## config.mk

```make
export PLATFORM = sky130hd
export DESIGN_NAME = blink_monitor
export DESIGN_NICKNAME = d
export VERILOG_FILES = /design/src/rtl/blink_monitor.sv
export SDC_FILE = /design/constraint.sdc
export NUM_CORES = 1
export LEC_CHECK = 0
export ABC_AREA = 1
export ABC_CLOCK_PERIOD_IN_PS = 2200
export CAP_MARGIN = 0
export CELL_PAD_IN_SITES_DETAIL_PLACEMENT = 2
export CELL_PAD_IN_SITES_GLOBAL_PLACEMENT = 2
export CORE_MARGIN = 5
export CORE_UTILIZATION = 30
export CTS_CLUSTER_DIAMETER = 120
export DETAILED_ROUTE_END_ITERATION = 6
export PLACE_DENSITY = 0.77
export SYNTH_ARGS = -nofsm -noshare
export SYNTH_HDL_FRONTEND = slang
export SYNTH_SLANG_ARGS = --single-unit
```

## constraint.sdc

```tcl
create_clock -name clock -period 2.2 [get_ports clock]
set_input_delay 0.66 -clock clock [delete_from_list [all_inputs] [get_ports clock]]
set_output_delay 0.66 -clock clock [all_outputs]
set_load 0.05 [all_outputs]
```

## src/rtl/blink_monitor.sv

```systemverilog
// blink_monitor: measures high, low and period lengths of an asynchronous blink line and flags a stuck line
module blink_monitor #(
  parameter int CNT_WIDTH = 16,
  parameter int TIMEOUT = 50000
) (
  input  logic                 clock,
  input  logic                 reset_n,
  input  logic                 led_in,
  output logic                 level,
  output logic [CNT_WIDTH-1:0] high_len,
  output logic [CNT_WIDTH-1:0] low_len,
  output logic [CNT_WIDTH:0]   period,
  output logic                 meas_valid,
  output logic                 stuck
);

  typedef enum logic {ACQ, RUN} state_t;

  localparam logic [CNT_WIDTH-1:0] LAST = CNT_WIDTH'(TIMEOUT - 1);

  state_t state, state_nxt;
  logic s1, sync_d, edg, rise, fall, timeout, have_hi;
  logic [CNT_WIDTH-1:0] run_cnt;

  assign edg     = level ^ sync_d;
  assign rise    = edg & level;
  assign fall    = edg & ~level;
  assign timeout = ~edg && run_cnt == LAST;

  // two-flop synchronizer plus one delayed copy for edge detection
  always_ff @(posedge clock) begin
    if (!reset_n) begin
      s1     <= 1'b0;
      level  <= 1'b0;
      sync_d <= 1'b0;
    end else begin
      s1     <= led_in;
      level  <= s1;
      sync_d <= level;
    end
  end

  // cycles the current level has been held, restarting at 1 on each edge
  always_ff @(posedge clock) begin
    if (!reset_n) run_cnt <= '0;
    else if (edg) run_cnt <= CNT_WIDTH'(1);
    else if (run_cnt != '1) run_cnt <= run_cnt + 1'b1;
  end

  // any edge leaves acquisition; a timeout without an edge drops back to it
  always_comb begin
    state_nxt = state;
    if (edg) state_nxt = RUN;
    else if (timeout) state_nxt = ACQ;
  end

  // state register
  always_ff @(posedge clock) begin
    if (!reset_n) state <= ACQ;
    else state <= state_nxt;
  end

  // latch phase lengths on edges, publish a period on the rise closing a low phase
  always_ff @(posedge clock) begin
    if (!reset_n) begin
      high_len   <= '0;
      low_len    <= '0;
      period     <= '0;
      meas_valid <= 1'b0;
      stuck      <= 1'b0;
      have_hi    <= 1'b0;
    end else begin
      meas_valid <= state == RUN && rise && have_hi;
      if (edg) stuck <= 1'b0;
      else if (timeout) begin
        stuck   <= 1'b1;
        have_hi <= 1'b0;
      end
      if (state == RUN && fall) begin
        high_len <= run_cnt;
        have_hi  <= 1'b1;
      end
      if (state == RUN && rise) begin
        low_len <= run_cnt;
        if (have_hi) period <= (CNT_WIDTH+1)'(high_len) + (CNT_WIDTH+1)'(run_cnt);
      end
    end
  end

endmodule
```

==> impl_metrics.py <==
metrics = {
    "synth": {
        "synth_top_cell_by_area": "dfxtp_1",
        "synth.distinct_cells": 32,
        "synth.area.top_cells": "dfxtp_1, nand2_1, inv_1, ha_1, a21oi_1",
        "synth_edf_count": 0,
        "synth_area_um2": 3740,
        "netlist_instances": 535,
        "yosys_warnings": 0,
        "ys.flop_type": "dfxtp_1",
        "synth-seq-area-share_pct": 38.5,
        "avgSynthCellArea_um2": 6.99,
        "synth_most_common_cell": "nand2_1",
        "syn_nets": 558,
        "synth_common_cells": "nand2_1, inv_1, dfxtp_1",
        "synth_seq_cells": 72,
        "async_flop_share_pct": 0,
        "synth.top_cell.area_share_pct": 38.5,
    },
    "clocking": {
        "clock_latency_ns": 0.34,
        "htreeDepth": 3,
        "clkTransAtPathRegs_ns": 0.06,
        "clock-sinks": 72,
        "clock_path_buffers": 2,
        "cts_buffers": 9,
        "tritoncts": "done",
        "cts-root-buf": "clkbuf_16",
        "hold_buffers": 0,
        "cts_resized": 0,
        "cts_setup_buffers": 0,
    },
    "worst_setup_path": {
        "required_ns": 1.54,
        "cpPeakStageDelay_ns": 0.81,
        "cp-end-kind": "output port",
        "reg2reg_slack_ns": 0.16,
        "worstPathArrival_ns": 1.50,
        "cp_slowest_cell": "clkdlybuf4s50_1",
        "crit_family": "buffers and inverters",
        "start_kind": "flip-flop",
        "critPathKind": "reg -> out",
        "crit_chain": "clkdlybuf4s50_1",
        "crit_fanout": 2,
        "cp_num_buf_inv": 1,
    },
    "drt": {
        "drtIter0Drc": 158,
        "drc": 0,
        "firstDrtPassIters": 4,
        "vias_per_cell": 4.81,
        "wl_um": 12500,
        "drt-wirelength-per-cell_um": 16.3,
        "vias": 3680,
        "ant_nets": 0,
    },
    "min_path": {
        "hp-class": "reg -> reg",
    },
    "place": {
        "dp.cells": 749,
        "gp_congestion": 0.822,
        "dpl_cell_area_um2": 4380,
        "post-dp-hpwl_um": 9550,
        "io_buffers": 54,
        "dpl_worst_slack_ns": 0.128,
    },
    "timing": {
        "setup_viol": 0,
        "min_period_over_period_pct": 98.0,
        "finalSetupTns_ns": 0,
        "hold_viol": 0,
        "worstMarginPinSlew_ns": 0.874,
        "period_minus_slack_ns": 2.16,
        "rsz0062_at_grt": "no",
        "final.setup.worst_slack_ns": 0.0441,
        "slew_headroom_pct": 41.6,
        "slew_viol_final": 0,
        "fmax_ghz": 0.464,
        "finalClockSkew_ns": 0.00711,
    },
    "pwr": {
        "total_power_uw": 3090,
        "power.density_nw_per_um2": 657,
        "leakage_uw": 0.00226,
        "ir_drop_mv": 0.326,
    },
    "flow_run": {
        "cap_violations": 0,
    },
    "floorplanning": {
        "initial_core_util_pct": 30.9,
        "die_area_um2": 14800,
        "fp.dieW_um": 122,
        "num_rows": 40,
        "io_pins": 55,
        "core_area_um2": 12100,
        "die_h_um": 122,
    },
    "grt": {
        "grtUsageTotal_pct": 17.6,
        "antenna_found_initial": 0,
        "grt_pass1_wl_um": 20600,
        "gr-total-overflow": 0,
        "grt_max_degree": 32,
        "grt_pass1_vias": 4010,
    },
    "final_layout": {
        "area_growth_pct": 25.8,
        "n_antenna_cell": 0,
        "drive_gt1_share_pct": 13.7,
        "design_area_um2": 4710,
        "fill_cells": 1481,
        "nets": 615,
        "final_cells": 765,
    },
    "run_status": {
        "status": "completed",
    },
}
[cell type report]
class	instances	area [um^2]	share of cell area, %
clock inverter	3	47.5	1.01
tap	168	210	4.47
clock buffer	13	280	5.95
inverter	89	334	7.10
multi-input combinational	358	1890	40.1
sequential	72	1440	30.6
timing repair buffer	62	508	10.8
[routing by layer]
layer  vias to the layer above  global-route usage (%)  share of wire (%)
met3                        18                    2.88                2.2
li1                       1833                       -                  -
met5                         -                       0                  0
met2                        56                    29.5                 48
met1                      1773                    22.6                 48
met4                         0                    7.00                2.2
[worst paths after layout]
path / start / cells after the start / end
setup / recovery: period[0] / 1 / period[0]
hold / removal: s1 / 2 / level
setup reg to reg: run_cnt[0] / 10 / period[12]
hold reg to reg: s1 / 2 / level
[stage by stage]
| stage | hold WS (ns) | utilization [%] |
|---|---|---|
| floorplan | 0.390 | - |
| global placement | 0.400 | 36.2 |
| detailed placement | 0.428 | 36.2 |
| CTS | 0.442 | 38.9 |
| global route | 0.466 | 38.9 |
| finish | 0.432 | 38.9 |
[logic make-up (layout without fill, tap and decap cells)]
family | Yosys count | after routing | synth area share [%]
AOI/OAI and AO/OA | 107 | 107 | 15.6
and+or+nand+nor | 223 | 223 | 26.1
xor gates and xnor gates | 8 | 8 | 1.87
buffers and inverters | 105 | 167 | 11.1
DFF | 72 | 72 | 38.5
adders and majority gates | 20 | 20 | 6.89
[sequential cells by signal, summed over array words and instances, names as in the netlist]
signal,flops
period,17
high_len,16
low_len,16
run_cnt,16
have_hi,1
level,1
meas_valid,1
s1,1
state,1
stuck,1
sync_d,1
[placed cells by master (no fill, tap or decap), types with 4 or more instances in the layout]
cell,count
nand2_1,126
clkbuf_8,4
nor3_1,9
clkdlybuf4s50_1,17
nor2_1,32
clkbuf_16,9
o21a_1,8
nand2_2,4
ha_1,19
inv_1,84
dfxtp_1,72
buf_4,45
inv_2,5
a31oi_1,9
a21oi_1,42
o21ai_0,42
nand4_1,7
xor2_1,6
nand3_1,33
[report_power, final]
part | internal [uW] | leakage, uW | total [uW] | switching (uW)
Combinational | 45.0 | 0.00152 | 141 | 95.5
Sequential | 1320 | 0.000581 | 1340 | 16.9
Clock | 1010 | 0.000162 | 1610 | 606
Total | 2370 | 0.00226 | 3090 | 719
No activity file was read; power rests on OpenSTA's default activity.
